[src/rtl/freq_meter.sv]
// freq_meter
// Measures the period and high time of a slow square wave in clk cycles.
// sig_in is synchronised (two flops) and delayed once more to form rise/fall
// strobes. After arming, the first rise starts a measurement; every further
// rise closes one period and emits a one-cycle period_valid pulse.
// A stall of TIMEOUT cycles without a rise raises the sticky timeout flag.
//
// Ports:
//   clk          system clock
//   rst          synchronous reset, active-high
//   en           measurement enable (level)
//   sig_in       asynchronous square wave under measurement
//   period       cycles between the last two rising edges
//   high_time    cycles sig_in was high in the last completed period
//   period_valid one-cycle pulse when period/high_time update
//   timeout      sticky stall flag
//   rise_pulse   one-cycle pulse per detected rising edge
module freq_meter #(
  parameter int CNT_W   = 32,
  parameter int TIMEOUT = 50000000
) (
  input  logic             clk,
  input  logic             rst,
  input  logic             en,
  input  logic             sig_in,
  output logic [CNT_W-1:0] period,
  output logic [CNT_W-1:0] high_time,
  output logic             period_valid,
  output logic             timeout,
  output logic             rise_pulse
);

  typedef enum logic [1:0] {
    IDLE = 2'd0,
    ARM  = 2'd1,
    MEAS = 2'd2
  } state_t;

  // Stall counter terminal value: reaching it without a rise ends the wait.
  localparam logic [CNT_W-1:0] TERM_CNT = CNT_W'(TIMEOUT - 1);
  localparam logic [CNT_W-1:0] CNT_ONE  = CNT_W'(1);

  logic sync_s1_reg, sync_s2_reg, edge_s3_reg;
  logic rise, fall;

  state_t           state_reg, state_next;
  logic [CNT_W-1:0] cnt_reg, cnt_next;
  logic [CNT_W-1:0] hi_cnt_reg, hi_cnt_next;
  logic             high_seen_reg, high_seen_next;
  logic [CNT_W-1:0] period_reg, period_next;
  logic [CNT_W-1:0] high_time_reg, high_time_next;
  logic             period_valid_reg, period_valid_next;
  logic             timeout_reg, timeout_next;
  logic             rise_pulse_reg;

  assign rise = sync_s2_reg & ~edge_s3_reg;
  assign fall = ~sync_s2_reg & edge_s3_reg;

  always_comb begin
    state_next        = state_reg;
    cnt_next          = cnt_reg;
    hi_cnt_next       = hi_cnt_reg;
    high_seen_next    = high_seen_reg;
    period_next       = period_reg;
    high_time_next    = high_time_reg;
    period_valid_next = 1'b0;
    timeout_next      = timeout_reg;

    case (state_reg)
      IDLE: begin
        cnt_next       = '0;
        high_seen_next = 1'b0;
        if (en) state_next = ARM;
      end
      ARM: begin
        // Waiting for the reference rise; the counter doubles as stall timer.
        if (rise) begin
          cnt_next       = '0;
          high_seen_next = 1'b0;
          state_next     = MEAS;
        end else if (cnt_reg == TERM_CNT) begin
          timeout_next = 1'b1;
          cnt_next     = '0;
        end else begin
          cnt_next = cnt_reg + CNT_ONE;
        end
      end
      MEAS: begin
        // A rise on the terminal-count cycle still completes the period.
        if (rise) begin
          period_next       = cnt_reg + CNT_ONE;
          high_time_next    = high_seen_reg ? hi_cnt_reg : '0;
          period_valid_next = 1'b1;
          timeout_next      = 1'b0;
          cnt_next          = '0;
          high_seen_next    = 1'b0;
        end else if (cnt_reg == TERM_CNT) begin
          timeout_next   = 1'b1;
          cnt_next       = '0;
          high_seen_next = 1'b0;
          state_next     = ARM;
        end else begin
          cnt_next = cnt_reg + CNT_ONE;
          // Only the first fall of a period defines the high time.
          if (fall && !high_seen_reg) begin
            hi_cnt_next    = cnt_reg + CNT_ONE;
            high_seen_next = 1'b1;
          end
        end
      end
      default: state_next = IDLE;
    endcase

    // Disable overrides everything: discard the period, keep the results.
    if (!en) begin
      state_next        = IDLE;
      cnt_next          = '0;
      high_seen_next    = 1'b0;
      period_next       = period_reg;
      high_time_next    = high_time_reg;
      period_valid_next = 1'b0;
      timeout_next      = timeout_reg;
    end
  end

  always_ff @(posedge clk) begin
    if (rst) begin
      sync_s1_reg      <= 1'b0;
      sync_s2_reg      <= 1'b0;
      edge_s3_reg      <= 1'b0;
      rise_pulse_reg   <= 1'b0;
      state_reg        <= IDLE;
      cnt_reg          <= '0;
      hi_cnt_reg       <= '0;
      high_seen_reg    <= 1'b0;
      period_reg       <= '0;
      high_time_reg    <= '0;
      period_valid_reg <= 1'b0;
      timeout_reg      <= 1'b0;
    end else begin
      sync_s1_reg      <= sig_in;
      sync_s2_reg      <= sync_s1_reg;
      edge_s3_reg      <= sync_s2_reg;
      rise_pulse_reg   <= rise;
      state_reg        <= state_next;
      cnt_reg          <= cnt_next;
      hi_cnt_reg       <= hi_cnt_next;
      high_seen_reg    <= high_seen_next;
      period_reg       <= period_next;
      high_time_reg    <= high_time_next;
      period_valid_reg <= period_valid_next;
      timeout_reg      <= timeout_next;
    end
  end

  assign period       = period_reg;
  assign high_time    = high_time_reg;
  assign period_valid = period_valid_reg;
  assign timeout      = timeout_reg;
  assign rise_pulse   = rise_pulse_reg;

endmodule

[config.mk]
export PLATFORM = sky130hd
export DESIGN_NAME = freq_meter
export DESIGN_NICKNAME = d
export VERILOG_FILES = /design/src/rtl/freq_meter.sv
export SDC_FILE = /design/constraint.sdc
export NUM_CORES = 1
export LEC_CHECK = 0
export ABC_CLOCK_PERIOD_IN_PS = 2700
export CORE_MARGIN = 8
export CORE_UTILIZATION = 39
export CTS_CLUSTER_SIZE = 28
export DETAILED_ROUTE_END_ITERATION = 8
export PLACE_DENSITY = 0.7
export SYNTH_ARGS = -nofsm -noshare
export SYNTH_HDL_FRONTEND = slang
export SYNTH_SLANG_ARGS = --single-unit
[constraint.sdc]
create_clock -name clk -period 2.7 [get_ports clk]
set_clock_uncertainty 0.15 [all_clocks]
set_input_delay 0.54 -clock clk [delete_from_list [all_inputs] [get_ports clk]]
set_output_delay 0.54 -clock clk [all_outputs]
set_load 0.1 [all_outputs]
==> impl_metrics.tcl <==
set metrics [dict create \
    slew_headroom_pct 18.2 \
    worst-setup-path-type "register to register" \
    min_from "sync_s1_reg" \
    die_y_um 136 \
    peakVddDrop_mv 0.403 \
    max_freq_mhz 376 \
    start_kind "register" \
    dieArea_um2 18500 \
    drt_iter0_markers 417 \
    ys_types 47 \
    cts-resized-gates 0 \
    gr-total-overflow 0 \
    busiest_layer "met2" \
    cts_tree "built" \
    globalplace.congestion 0.903 \
    antenna_cells 0 \
    port-buffer-count 70 \
    crit_chain "or4_1 > or4_4 > o31ai_4 > buf_4 > nor4_1 > a211o_1" \
    synth_common_cells "137 x dfxtp_1, 62 x a211oi_1, 48 x nor2_1" \
    ys_seq_elements 137 \
    cap_viol_max_count 0 \
    yosysTopAreaCellShare_pct 48.8 \
    slew_viol_final 0 \
    grtUsageTotal_pct 15.9 \
    drt-total-wl_um 14700 \
    path_clk_slew_ps 60 \
    finalPower_mw 4.63 \
    via_per_inst 5.57 \
    htreeDepth 4 \
    ant_nets 0 \
    whs_ps 289 \
    synth.most_common_cell "dfxtp_1" \
    grt_max_degree 62 \
    crit_start "cnt_reg[27]" \
    cp_slowest_cell "or4_4" \
    max_stage_delay_ps 630 \
    dp_cells 832 \
    hpwl_um 10600 \
    r2r-start "cnt_reg[27]" \
    post_cts_buffers 0 \
    fin_crit_sh_pct 98.4 \
    wire_per_inst_um 17.1 \
    synth_warnings 0 \
    cts_sinks 137 \
    cts.path.max_buffers 2 \
    vias 4804 \
    ys.flop_type "dfxtp_1" \
    p_leak_nw 2.49 \
    cp-end-kind "register" \
    ys_seq_area_share_pct 48.8 \
    min_path_type "register to register" \
    fin_crit_ps 2660 \
    layout-drive-gt1-share_pct 19.3 \
    numCtsBuffers 17 \
    setup_viol 0 \
    synth-edff-count 0 \
    required_ps 2850 \
    drc 0 \
    grt_pass1_vias 4590 \
    dp_slack_ps 26.6 \
    final_area_um2 6990 \
    syn-num-nets 615 \
    finalHoldViolCount 0 \
    drtPass1Iterations 5 \
    rows 44 \
    path_max_fanout 8 \
    final_core_util_pct 48.8 \
    finalWorstSetupSlack_ps 43.1 \
    start_util_pct 39.2 \
    met3_usage_pct 4.07 \
    tightest_slew_ps 1230 \
    netlist_area_um2 5620 \
    cts_hold_buf 0 \
    arrival_ps 2810 \
    antenna_found_initial 0 \
    met2_usage_pct 25.7 \
    met1_usage_pct 19.7 \
    worstSkewPairLatency_ps 410 \
    place_area_um2 6340 \
    nets 677 \
    synth.largest_area_cell "dfxtp_1" \
    power_density_nw_per_um2 663 \
    synth.avg_cell_area_um2 9.28 \
    root_buffer "clkbuf_16" \
    crit_family "simple AND/OR/NAND/NOR gates" \
    path_buf_inv 1 \
    fin_cells 863 \
    ios 71 \
    areaGrowthSynthToFinish_pct 24.4 \
    core_area_um2 14300 \
    die_x_um 136 \
    synthTopCellsByArea "dfxtp_1 49%, a211oi_1 8.3%, a22o_1 5.0%" \
    outcome "finished, final reports clean" \
    synth-async-reset-ratio_pct 0 \
    syn_inst 605 \
    grt_pass1_wl_um 23500 \
    tns_ps 0 \
]
==> final timing paths <==
path | endpoint | slack (ps) | cells past startpoint
hold reg to reg | sync_s2_reg | 290 | 1
setup reg to reg | cnt_reg[8] | 40 | 6
setup / recovery | cnt_reg[8] | 40 | 6
hold / removal | sync_s2_reg | 290 | 1
==> final cells by class <==
type / instances / area (um^2)
Clock inverter: 10 / 166
Fill cell: 1286 / 7330
Multi-Input combinational cell: 409 / 2610
Timing Repair Buffer: 93 / 729
Clock buffer: 21 / 470
Tap cell: 184 / 230
Inverter: 9 / 33.8
Sequential cell: 137 / 2740
==> placed cells by master (no fill, tap or decap), types with 6 or more instances in the layout <==
master / n
xnor2_1: 11
nor2_1: 47
inv_1: 9
xor2_1: 18
buf_4: 87
a21oi_1: 42
dfxtp_1: 137
nand2_1: 44
clkbuf_16: 17
nand4_1: 12
a211oi_1: 62
nand3_1: 19
o21ai_1: 8
a22o_1: 32
ha_1: 6
nor3_1: 17
nor3b_1: 7
and4_1: 7
o21ai_0: 9
==> where the power goes <==
group / total [mW] / internal (mW) / switching (mW)
clock network: 2.47 / 1.62 / 0.855
registers: 2.04 / 2.03 / 0.0112
logic: 0.117 / 0.0372 / 0.0800
total: 4.63 / 3.69 / 0.946
==> kinds of logic (layout without fill, tap and decap cells) <==
group | after synthesis | in the layout | synth area share [%]
flip-flops | 137 | 137 | 48.8
buffers and inverters | 59 | 133 | 4.92
AO/OA/AOI/OAI | 180 | 180 | 22.8
AND/OR/NAND/NOR | 194 | 194 | 17.6
adder cells (fa/ha/maj) | 6 | 6 | 1.34
XOR/XNOR | 29 | 29 | 4.52
==> metal layers <==
layer	vias to the layer above	wire length (um)
li1	2330	-
met1	2310	6590
met2	146	7000
met3	18	893
met4	0	257
met5	-	0
(Power assumes the default switching activity.)
